File: config.mk
export PLATFORM = sky130hd
export DESIGN_NAME = tmds_channel_decoder
export DESIGN_NICKNAME = d
export VERILOG_FILES = /design/src/rtl/tmds_channel_decoder.sv
export SDC_FILE = /design/constraint.sdc
export NUM_CORES = 1
export LEC_CHECK = 0
export CELL_PAD_IN_SITES_DETAIL_PLACEMENT = 1
export CELL_PAD_IN_SITES_GLOBAL_PLACEMENT = 1
export CORE_ASPECT_RATIO = 0.6
export CORE_MARGIN = 2
export CORE_UTILIZATION = 48
export CTS_CLUSTER_SIZE = 12
export DETAILED_ROUTE_END_ITERATION = 12
export GPL_TIMING_DRIVEN = 0
export PLACE_DENSITY = 0.83
export SETUP_SLACK_MARGIN = 0.02
export SLEW_MARGIN = 20
export SYNTH_ARGS = -nofsm -noshare
export SYNTH_HDL_FRONTEND = slang
export SYNTH_SLANG_ARGS = --single-unit
File: constraint.sdc
create_clock -name CLK -period 10.1 [get_ports CLK]
set_input_delay 2.02 -clock CLK [delete_from_list [all_inputs] [get_ports CLK]]
set_output_delay 2.02 -clock CLK [all_outputs]
set_load 0.1 [all_outputs]
File: src/rtl/tmds_channel_decoder.sv
// TMDS receive channel: word alignment via bitslip search, then token/data decode.
// One instance per colour channel, all logic in the pixel-clock domain.
module tmds_channel_decoder #(
    parameter int TOKEN_RUN    = 8,
    parameter int SEARCH_LIMIT = 4096,
    parameter int SLIP_WAIT    = 16,
    parameter int LOSS_LIMIT   = 65536
) (
    input  logic       CLK,
    input  logic       RST,
    input  logic [9:0] din,
    output logic       bitslip,
    output logic       locked,
    output logic       slip_wrap,
    output logic [7:0] dout,
    output logic       de,
    output logic       c0,
    output logic       c1
);

    localparam int RW = $clog2(TOKEN_RUN + 1);
    localparam int SW = $clog2(SEARCH_LIMIT);
    localparam int WW = $clog2(SLIP_WAIT);
    localparam int LW = $clog2(LOSS_LIMIT);

    localparam logic [RW-1:0] RUN_MAX  = RW'(TOKEN_RUN);
    localparam logic [SW-1:0] SRCH_MAX = SW'(SEARCH_LIMIT - 1);
    localparam logic [WW-1:0] WAIT_MAX = WW'(SLIP_WAIT - 1);
    localparam logic [LW-1:0] LOSS_MAX = LW'(LOSS_LIMIT - 1);

    typedef enum logic [1:0] {
        SEARCH = 2'd0,
        SLIP   = 2'd1,
        LOCKED = 2'd2
    } state_t;

    state_t        state_q, state_d;
    logic [RW-1:0] run_q, run_d;
    logic [SW-1:0] search_q, search_d;
    logic [WW-1:0] wait_q, wait_d;
    logic [LW-1:0] loss_q, loss_d;
    logic [3:0]    slip_q, slip_d;
    logic [9:0]    prev_q, prev_d;
    logic          bitslip_q, bitslip_d;
    logic          wrap_q, wrap_d;
    logic [7:0]    dout_q, dout_d;
    logic          de_q, de_d;
    logic          c0_q, c0_d;
    logic          c1_q, c1_d;

    logic          is_tok;
    logic [1:0]    tok_c;
    logic [7:0]    d;
    logic [7:0]    dec;

    always_comb begin
        is_tok = 1'b1;
        tok_c  = 2'b00;
        case (din)
            10'h354: tok_c = 2'b00;
            10'h0AB: tok_c = 2'b01;
            10'h154: tok_c = 2'b10;
            10'h2AB: tok_c = 2'b11;
            default: is_tok = 1'b0;
        endcase
    end

    // Undo the optional inversion, then the XOR/XNOR transition chain.
    always_comb begin
        d      = din[9] ? ~din[7:0] : din[7:0];
        dec    = 8'h00;
        dec[0] = d[0];
        for (int i = 1; i < 8; i++) begin
            dec[i] = din[8] ? (d[i] ^ d[i-1]) : ~(d[i] ^ d[i-1]);
        end
    end

    always_comb begin
        state_d   = state_q;
        run_d     = run_q;
        search_d  = search_q;
        wait_d    = wait_q;
        loss_d    = loss_q;
        slip_d    = slip_q;
        prev_d    = din;
        bitslip_d = 1'b0;
        wrap_d    = 1'b0;
        unique case (state_q)
            SEARCH: begin
                if (!is_tok) begin
                    run_d = '0;
                end else if (din == prev_q) begin
                    run_d = (run_q == RUN_MAX) ? run_q : run_q + 1'b1;
                end else begin
                    run_d = RW'(1);
                end
                search_d = (search_q == SRCH_MAX) ? search_q : search_q + 1'b1;
                if (run_d == RUN_MAX) begin
                    state_d  = LOCKED;
                    slip_d   = '0;
                    loss_d   = '0;
                    run_d    = '0;
                    search_d = '0;
                end else if (search_q == SRCH_MAX) begin
                    state_d   = SLIP;
                    bitslip_d = 1'b1;
                    wrap_d    = (slip_q == 4'd9);
                    slip_d    = (slip_q == 4'd9) ? 4'd0 : slip_q + 4'd1;
                    wait_d    = '0;
                    run_d     = '0;
                    search_d  = '0;
                end
            end
            SLIP: begin
                run_d  = '0;
                wait_d = (wait_q == WAIT_MAX) ? wait_q : wait_q + 1'b1;
                if (wait_q == WAIT_MAX) begin
                    state_d  = SEARCH;
                    wait_d   = '0;
                    search_d = '0;
                end
            end
            LOCKED: begin
                loss_d = is_tok ? '0
                       : (loss_q == LOSS_MAX) ? loss_q : loss_q + 1'b1;
                if (loss_d == LOSS_MAX) begin
                    state_d  = SEARCH;
                    loss_d   = '0;
                    run_d    = '0;
                    search_d = '0;
                    wait_d   = '0;
                    slip_d   = '0;
                end
            end
            default: begin
                state_d = SEARCH;
            end
        endcase
    end

    // Decoded outputs are gated by the current lock state.
    always_comb begin
        dout_d = 8'h00;
        de_d   = 1'b0;
        c0_d   = 1'b0;
        c1_d   = 1'b0;
        if (state_q == LOCKED) begin
            if (is_tok) begin
                {c1_d, c0_d} = tok_c;
            end else begin
                de_d   = 1'b1;
                dout_d = dec;
                c0_d   = c0_q;
                c1_d   = c1_q;
            end
        end
    end

    always_ff @(posedge CLK) begin
        if (RST) begin
            state_q   <= SEARCH;
            run_q     <= '0;
            search_q  <= '0;
            wait_q    <= '0;
            loss_q    <= '0;
            slip_q    <= '0;
            prev_q    <= '0;
            bitslip_q <= 1'b0;
            wrap_q    <= 1'b0;
            dout_q    <= '0;
            de_q      <= 1'b0;
            c0_q      <= 1'b0;
            c1_q      <= 1'b0;
        end else begin
            state_q   <= state_d;
            run_q     <= run_d;
            search_q  <= search_d;
            wait_q    <= wait_d;
            loss_q    <= loss_d;
            slip_q    <= slip_d;
            prev_q    <= prev_d;
            bitslip_q <= bitslip_d;
            wrap_q    <= wrap_d;
            dout_q    <= dout_d;
            de_q      <= de_d;
            c0_q      <= c0_d;
            c1_q      <= c1_d;
        end
    end

    assign bitslip   = bitslip_q;
    assign slip_wrap = wrap_q;
    assign locked    = (state_q == LOCKED);
    assign dout      = dout_q;
    assign de        = de_q;
    assign c0        = c0_q;
    assign c1        = c1_q;

endmodule

; ---- Word level (Yosys, flattened, before mapping)
; Index checks and enable logic that the tools add are counted.
[classes]
n_addsub = 5
eq_ne = 20
muxes = 43
bitwise_logic = 18
reduce_logical = 14
[op_table]
columns = cell, count
row1 = $mux 16, 4
row2 = $mux 4, 13
row3 = $mux 12, 4
row4 = $pmux 12 s3, 1
row5 = $eq 16x16->1 const B, 2
row6 = $pmux 16 s2, 1
row7 = $pmux 4 s3, 2
row8 = $eq 10x10->1 const B, 2
row9 = $add 16x1->16 const B, 1
row10 = $eq 4x4->1 const B, 4
row11 = $add 12x1->12 const B, 1
row12 = $add 4x1->4 const B, 3
row13 = $eq 12x12->1 const B, 1
row14 = $pmux 2 s3, 2
row15 = $eq 10x10->1, 1
row16 = $eq 10x8->1 const B, 1
row17 = $eq 10x9->1 const B, 1
row18 = $mux 1, 10
row19 = $not 1->1, 10
row20 = $reduce_and 3->1, 3
row21 = $mux 2, 4
row22 = $mux 8, 1
row23 = $ne 2x2->1 const B, 4
row24 = $not 8->8, 1
row25 = other kinds (14), 23
[totals]
regBits = 65
in_bits = 12
out_inout_bits = 14
elab_cells = 113

; ---- Depth between registers and ports, before layout
; Gate-level depths: netlist of run 1.
[depth]
ltp_word = 8
ltp_mapped = 12
depth_no_buf = 9

; ---- Least setup slack after synthesis of run 1
; No wires, ideal clock.
[synth_timing]
path_type = input to register
start = input port din[8]
end = register loss_q[6]
arrival_ns = 4.306
slack_ns = 5.719
path_stages = 10
path_buffers = 3
cell_sequence = clkbuf_1 > xnor2_1 > nand4_1 > or3_1 > nor4_2 > a21o_1 > buf_2 > buf_1 > nand4_1 > a31oi_1
[synth_between]
elab_chain_len = 8
[synth_lines]
columns = element, line
row1 = from (decl), 11  ; input logic [9:0] din,
row2 = "$eq 10x10->1, or another cell as far along", 59  ; case (din)
row3 = $reduce_or 4->1 (no source line), -
row4 = $mux 1, 59
row5 = $mux 4, 90  ; if (!is_tok) begin
row6 = $mux 4, 88  ; unique case (state_q)
row7 = $eq 4x4->1, 98  ; if (run_d == RUN_MAX) begin
row8 = $ne 2x2->1 (no source line), -
row9 = $reduce_and 2->1 (no source line), -
row10 = to (signal assigned), 179  ; loss_q <= loss_d;
row11 = to (decl), 41  ; logic [LW-1:0] loss_q, loss_d;
; Several ways; a longest one is shown, not always the timed one. The select of a mux whose other input is x is not followed.
; A chain may end at the register's enable or synchronous reset.

; ---- Final worst setup path of run 1
[layout_timing]
start = input port din[0]
end = register loss_q[9]
; The elaborated chain is that of the path after synthesis.

==> metrics, run 1 <==
status finished, final reports clean; gr ovfl total 0; DRC violations left 0; syn nets roughly 500; hold_buf cts 0; share of cells above drive strength 1 around 6.0%; initial core utilization 49.25%; top cells by area, synth dfxtp_1, xnor2_1, a21oi_1; critical path class in2reg; Diodes inserted 0; Syn Std Cell Area a little under 4000 um2; Crit. End Element flip-flop; Core Region 7820 um2; worst r2r src loss_q[0]; drt pass-1 iters 5; routed wl met2 around 5600 um; vias after detailed routing approximately 4,100; # resized after CTS 0; H-tree Lvls 3; largest area contributor in the netlist dfxtp_1; yosys synthesis warning count 0; HP Class reg2reg; wire length on met1 between 6000 and 7000 um; Async SR Flop Fraction 0%; Max-cap violations 0; TNS Setup 0 ns; top-level port count 26; Worst-path clk slew roughly 0.06 ns; die extent in y ~73 um; CTS root buf clkbuf_16; syn_area_per_cell 8.007 um2; Main synth FF type dfxtp_1; Routability Congestion 0.9513; ANT nets after route 0; most frequent cells in the layout dfxtp_1, a21oi_1, nor2_1; min Tclk post-route roughly 5.5 ns; Power Dens Cells ~130 nW/um2; EDFF count, synth 0; Synth top area share 33.79%; synthesis-stage register bit count 65; Final period util roughly 55%; Mapped Cells ~480; row cnt 25; CTS buffer count 9; Final Hold Fails 0; commonest non-fill, non-tap cell in the layout dfxtp_1; critical path peak fanout 10; # setup viols final 0; vias in the first global route 3,939; post-synthesis sequential area ratio 33.79%; Port Buffers 22; hold path start c0; CTS sink count 65; GR Util All Layers 31.07%; die width roughly 120 um; Routed wire per std cell between 20 and 25 um; Final #Nets between 500 and 600; Top Metal Used met4; largest net degree at the start of global routing 12; clk buf depth 2; Yosys cell types slightly below 60; WHS between 0.4 and 0.5 ns; Starting DRT DRC Count between 300 and 400; Skew-Pair Late Insertion Delay between 0.3 and 0.4 ns; relative slew slack 28.52%; Fillers a little under 1,000; launch point of the worst path din[0]; Layout area overhead 16.11%; vias per cell 6.477; HPWL after DPL around 9500 um; worst slew pin tran approximately 1.1 ns; Critical Path RT between 10 and 15 ns; Fmax achieved about 0.18 GHz; Slew Limit Fails 0; setup bufs post-CTS 0; design area approximately 4500 um2; Worst EP arrival 5.78 ns; DP Area 4207 um2; Post-Route WL between 10,000 and 15,000 um; Setup Skew between 0.006 and 0.007 ns; initial antenna violation count 0; P_leak roughly 1.5 nW; Worst IR Drop VDD 0.06519 mV; met3 WL 1140 um; RSZ-0062 raised after global routing false; global-route wire length before repair approximately 21,000 um; crit path launch type input pin; die area just under 9000 um2; CTS tree yes
## path summary, 6_finish.rpt
check	endpoint	slack, ns	depth (start not counted)
setup / recovery	loss_q[9]	4.59	12
hold / removal	c0	0.48	2
setup reg to reg	slip_q[1]	6.16	9
hold reg to reg	c0	0.48	2
## cell type report
class	instances	area (um2)	area share [%]
clock buffer	11	232.7	5.204
multi-input combinational	369	2361	52.80
clock inverter	5	32.53	0.7275
timing repair buffer	22	220.2	4.924
sequential	65	1301	29.10
tap	108	135.1	3.022
inverter	15	56.30	1.259
buffer	32	132.6	2.966
## registers in the layout, summed over array words and instances (netlist names)
register and count:
wait_q 4, loss_q 16, state_q 2, slip_q 4
run_q 4, prev_q 10, slip_wrap 1, bitslip 1
search_q 12, c1 1, dout 8, de 1
c0 1
## cells by family after synthesis
logic type               Yosys count  share of synthesized area, %
AND/OR/NAND/NOR                  202                         29.37
AO/OA/AOI/OAI                    130                         22.19
flip-flops                        65                         33.79
buffers and inverters             47                         4.905
XOR/XNOR                          23                         5.231
adder cells (fa/ha/maj)           13                         4.224
multiplexers                       1                        0.2924
## stage by stage
step	power [mW]	util [%]	std cells	worst slack [ns]
after floorplan	0.2849	-	481	5.719
after global placement	0.2952	53.79	611	4.400
after detailed placement	0.2966	53.79	611	4.297
after CTS	0.5795	57.18	627	4.637
after global routing	0.5921	57.18	627	4.163
final	0.5757	57.18	627	4.592
## worst max-delay path, cell delays in order
cell	delay [ns]
clkdlybuf4s50_1	0.52
inv_1	0.15
ha_1	0.16
nand4b_1	0.12
nor4_1	0.37
o21ai_0	0.28
nor4_2	0.79
a21o_1	0.24
buf_2	0.24
buf_1	0.54
nand4_1	0.18
a21oi_1	0.16
## synth_stat cells (7+ instances only)
cell	count
nand3_1	23
a21oi_1	38
inv_1	14
o31ai_1	14
nor2b_1	8
nand4_1	18
a31oi_1	13
nor3_1	19
nand4b_1	11
nor4_1	8
nor2_1	36
xnor2_1	22
and3_1	10
ha_1	13
dfxtp_1	65
nand2_1	34
o21ai_0	23
buf_2	7
clkbuf_1	23
## where the power goes
group          total [mW]  switching, mW  internal [mW]
Clock               0.284          0.119          0.165
Combinational      0.0303         0.0172         0.0130
Sequential          0.262        0.00190          0.260
Total               0.576          0.138          0.438
## layer usage
layer	up-vias	track usage, %
met5	-	0
met4	0	7.843
met3	19	10.25
met2	184	46.60
met1	1983	43.20
li1	1875	-
Note: power is estimated with default switching activity, not from simulation.
==> inputs of run 2 (changes only) <==
Settings changed: CORE_UTILIZATION 48 to 40, PLACE_DENSITY 0.83 to 0.74.
Clock period 10.1 ns to 4.58 ns, I/O delays scaled along.
==> metrics, run 2 (same netlist as run 1, synthesis figures left out) <==
initial core utilization 41.61% (-7.6 points); setup bufs post-CTS 0 (unchanged); RSZ-0062 raised after global routing false; row cnt 27 (+8.0%); switching power 0.3034 mW (+120%); initial antenna violation count 0 (unchanged); global-route wire length before repair 21,320 um (+1.7%); cell mode on critical path clkbuf_1; # resized after CTS 0 (unchanged); worst slew pin tran 0.9692 ns (-0.09491 ns); Regs by FF count loss_q: 16 flops, search_q: 12 flops, prev_q: 10 flops; Routability Congestion 0.8992 (-5.5%); FF+latch area 1301 um2 (unchanged); CP max stage cell clkbuf_1; share of cells above drive strength 1 6.166% (+0.19 points); Gate power share 4.9% (-0.4 points); gr ovfl total 0 (unchanged); most frequent cells in the layout dfxtp_1, a21oi_1, nor2_1; clk buf depth 2 (unchanged); CP delay by family, top buffers and inverters; top-level port count 26 (unchanged); Starting DRT DRC Count 245 (-33%); CP max stage delay 0.53 ns (-0.26 ns); post-place setup slack -0.1762 ns (-4.473 ns); Layout area overhead 17.71%; Slew Limit Fails 0 (unchanged); relative slew slack 35.19% (+6.7 points); CTS sink count 65 (unchanged); hold_buf cts 0 (unchanged); vias after detailed routing 3,964 (-2.4%); ANT nets after route 0 (unchanged); HPWL after DPL 9601 um (+1.3%); Fillers 1,159 (+19%); final setup margin 0.4745 ns (-4.117 ns); largest net degree at the start of global routing 12 (unchanged); commonest non-fill, non-tap cell in the layout dfxtp_1; die width 130.7 um (+9.2%); Worst IR Drop VDD 0.1696 mV (+160%); crit path launch type flip-flop; Setup Skew 0.004827 ns (-0.001682 ns); crit path cell chain ha_1, buf_2, nand4_4, nor4_1, clkbuf_1, a211oi_1, o2bb2ai_1, nand4b_1, clkbuf_1, clkbuf_1, nand4_1, a31oi_1; # setup viols final 0 (unchanged); Final Hold Fails 0 (unchanged); critical path peak fanout 10 (unchanged); H-tree Lvls 3 (unchanged); Diodes inserted 0 (unchanged); CTS buffer count 9 (unchanged); HP Class reg2reg; CTS tree yes; Pint 1.022 mW (+130%); Max-cap violations 0 (unchanged); Pwr Total 1.325 mW (+130%); Fmax achieved 0.2436 GHz; CTS root buf clkbuf_16; Seq pwr share 43.5% (-1.9 points); largest register by flop count loss_q; Worst EP arrival 4.35 ns (-1.43 ns); max reg flops 16 (unchanged); Core Region 9256 um2 (+18%); clock network power share 51.5% (+2.2 points); Switching Fraction 22.89% (-1.1 points); status finished, final reports clean; Port Buffers 22 (unchanged); P_leak 1.486 nW (+1.5%); Crit. End Element flip-flop; Final #Nets 539 (unchanged); Power Dens Cells 292.4 nW/um2 (+130%); die extent in y 80.01 um (+9.0%); vias per cell 6.108 (-5.7%); multi-input logic area 2370 um2 (+0.37%); CP bufs+invs 4 (unchanged); min Tclk post-route approximately 4.1 ns; Routed wire per std cell 20.51 um (-2.5%); Skew-Pair Late Insertion Delay 0.33 ns (about the same); drt pass-1 iters 5 (unchanged); vias in the first global route 3,889 (-1.3%); die area 10,450 um2 (+19%); GR Util All Layers 26.86% (-4.2 points); Critical Path RT 4.83 ns (-5.54 ns); DP Area 4234 um2 (+0.65%); design area 4533 um2 (+1.4%); Worst-path clk slew 0.05 ns (about the same); Final period util 89.64%; DRC violations left 0 (unchanged); critical path class reg2reg; Post-Route WL 13,310 um (+0.96%)
==> run 2: tightest hold or removal path: stages (launching register included) <==
cell and delay (ns):
dfxtp_1 0.32, nand2_1 0.06, a21oi_1 0.06
==> run 2: power by group through the flow <==
| stage | combinational, mW | sequential [mW] | clock, mW |
|---|---|---|---|
| after CTS | 0.0658 | 0.577 | 0.697 |
| final | 0.0656 | 0.577 | 0.683 |
| after floorplan | 0.0403 | 0.588 | 0 |
| after detailed placement | 0.0652 | 0.589 | 0 |
| after global routing | 0.0709 | 0.577 | 0.725 |
| after global placement | 0.0633 | 0.589 | 0 |
==> run 2: area by class of cell <==
| class | count | share of cell area, % |
|---|---|---|
| flip-flops and latches | 65 | 28.71 |
| inverters | 15 | 1.242 |
| multi-input cells | 369 | 52.28 |
| plain buffers | 32 | 2.953 |
| clock buffers | 11 | 5.134 |
| clock inverters | 5 | 1.242 |
| well taps | 130 | 3.588 |
| repair buffers | 22 | 4.858 |
==> run 2: per-layer routing <==
metal / part of all wire [%] / track usage [%] / vias to the layer above
met1: 51 / 39.05 / 1947
met2: 41 / 39.38 / 131
li1: - / - / 1868
met5: 0 / 0 / -
met3: 6.6 / 6.702 / 18
met4: 1.4 / 6.809 / 0
==> run 2: stage by stage <==
step	setup TNS, ns	hold slack, ns	std cells	util, %
2_1_floorplan	0	0.4412	481	-
3_3_place_gp	-0.8786	0.4698	633	45.74
3_5_place_dp	-1.516	0.4789	633	45.74
4_1_cts	0	0.4899	649	48.86
5_1_grt	0	0.5109	649	48.97
6_report	0	0.4860	649	48.97
==> run 2: path summary, 6_finish.rpt <==
kind                   from   endpoint  slack, ns  depth (start not counted)
setup / recovery  loss_q[0]  loss_q[6]       0.47                         12
hold / removal           c0         c0       0.49                          2
setup reg to reg  loss_q[0]  loss_q[6]       0.47                         12
hold reg to reg          c0         c0       0.49                          2
==> inputs of run 3 (changes only) <==
Settings changed: CORE_ASPECT_RATIO 0.6 to not set, CORE_MARGIN 2 to 8.
==> metrics, run 3 (same netlist as run 1, synthesis figures left out) <==
ANT nets after route 0 (unchanged); Layout Utilization 46.93% (-2.0 points); Diodes inserted 0 (unchanged); crit path cell chain clkdlybuf4s50_1, inv_1, ha_1, nand4b_1, nor4_1, o21ai_0, nor4_4, a21o_1, buf_2, buf_1, nand4_1, a21oi_1; Critical Path RT 4.86 ns (+0.03 ns); Fillers 1,197 (+3.3%); Max-cap violations 0 (unchanged); row cnt 36 (+33%); Power Dens Cells 276.3 nW/um2 (-5.5%); HPWL after DPL 9061 um (-5.6%); CTS buffer count 9 (unchanged); # setup viols final 0 (unchanged); Worst EP arrival 4.40 ns (+0.05 ns); DRC violations left 0 (unchanged); Final Hold Fails 0 (unchanged); CTS root buf clkbuf_8; CP bufs+invs 4 (unchanged); H-tree Lvls 3 (unchanged); critical path class in2reg; Pwr Total 1.238 mW (-6.6%); final setup margin 0.4621 ns (-0.01245 ns); design area 4482 um2 (-1.1%); CP delay by family, top buffers and inverters; largest net degree at the start of global routing 14 (+2); multi-input logic area 2370 um2 (unchanged); Skew-Pair Late Insertion Delay 0.36 ns (+0.03 ns); gr ovfl total 0 (unchanged); GR Util All Layers 19.72% (-7.1 points); Setup Skew 0.01305 ns (+0.008227 ns); setup bufs post-CTS 0 (unchanged); P_leak 1.463 nW (-1.6%); FF+latch area 1301 um2 (unchanged); RSZ-0062 raised after global routing false; Final period util 89.91% (+0.27 points); initial antenna violation count 0 (unchanged); CTS sink count 65 (unchanged); die width 114.1 um (-13%); clk buf depth 2 (unchanged); Routed wire per std cell 19.42 um (-5.3%); status finished, final reports clean; DP Area 4238 um2 (about the same); Regs by FF count loss_q: 16 flops, search_q: 12 flops, prev_q: 10 flops; CTS tree yes; Fmax achieved 0.2428 GHz (-0.30%); Starting DRT DRC Count 250 (+2.0%); drt pass-1 iters 4 (-1); min Tclk post-route 4.118 ns (+0.01245 ns); critical path peak fanout 10 (unchanged); vias after detailed routing 3,856 (-2.7%); Worst-path clk slew 0.08 ns (+0.03 ns); vias per cell 5.914 (-3.2%); vias in the first global route 3,966 (+2.0%); Post-Route WL 12,660 um (-4.9%); share of cells above drive strength 1 6.358% (+0.19 points); initial core utilization 40.33% (-1.3 points); Layout area overhead 16.37%; most frequent cells in the layout dfxtp_1, a21oi_1, nor2_1; Final #Nets 539 (unchanged); Crit. End Element flip-flop; die area 13,020 um2 (+25%); max reg flops 16 (unchanged); Routability Congestion 0.8685 (-3.4%); die extent in y 114.1 um (+43%); CP max stage cell nor4_4; R2R depth 12 (unchanged); Core Region 9549 um2 (+3.2%); relative slew slack 30.81% (-4.4 points); HP Class reg2reg; worst slew pin tran 1.030 ns (+0.06068 ns); WP depth 12 (unchanged); largest register by flop count loss_q; TNS Setup 0 ns (unchanged); Worst IR Drop VDD 0.1431 mV (-16%); hold path depth 2 (unchanged); post-place setup slack 0.01015 ns (+0.1863 ns); CP max stage delay 0.53 ns (about the same); commonest non-fill, non-tap cell in the layout dfxtp_1; crit path launch type input pin; Slew Limit Fails 0 (unchanged); Port Buffers 22 (unchanged); top-level port count 26 (unchanged); global-route wire length before repair 20,560 um (-3.6%)
==> run 3: cell types whose count changed in the layout (fill, tap and decap cells not counted), sizes merged <==
cell,previous run,this run
bufinv,1,2
clkbuf,35,33
clkinv,4,2
buf,8,9
inv,14,17
clkinvlp,1,0
==> run 3: routing by layer <==
layer  share of wire, %  track usage, %
met4                1.3           7.187
met1                 45           24.25
met2                 48           33.48
met3                5.4           3.639
met5                  0               0
==> run 3: report_power, final <==
part	switching, mW	internal [mW]
registers	0.00392	0.572
logic	0.0359	0.0286
clock network	0.268	0.330
total	0.308	0.930
==> run 3: layout make-up <==
| class | count | area share (%) |
|---|---|---|
| plain buffers | 32 | 2.959 |
| multi-input cells | 369 | 52.88 |
| clock buffers | 10 | 3.071 |
| well taps | 133 | 3.713 |
| clock inverters | 6 | 2.178 |
| flip-flops and latches | 65 | 29.03 |
| inverters | 15 | 1.256 |
| repair buffers | 22 | 4.913 |
==> run 3: path summary, 6_finish.rpt <==
path | from | end | slack [ns]
max | din[0] | loss_q[9] | 0.46
min | c0 | c0 | 0.48
max reg2reg | loss_q[0] | loss_q[10] | 0.59
min reg2reg | c0 | c0 | 0.48
==> run 3: worst reg2reg max path, delay by kind of cell (launching register included) <==
family / cells / cell delay [ns]
AOI/OAI and AO/OA: 3 / 0.65
adders and majority gates: 1 / 0.20
buffers and inverters: 4 / 1.60
DFF: 1 / 0.50
and+or+nand+nor: 4 / 0.96
==> run 3: repair_timing <==
| action | in CTS | in global routing |
|---|---|---|
| hold buffers | 0 | 0 |
| resized for setup | 0 | 1 |
| setup endpoints to repair | 0 | 9 |
| hold endpoints to repair | 0 | 0 |
==> run 3: metrics by stage <==
stage,hold WS (ns),std cells
6_report,0.4770,652
5_1_grt,0.5098,652
4_1_cts,0.4815,652
3_5_place_dp,0.4701,636
3_3_place_gp,0.4605,636
2_1_floorplan,0.4412,481
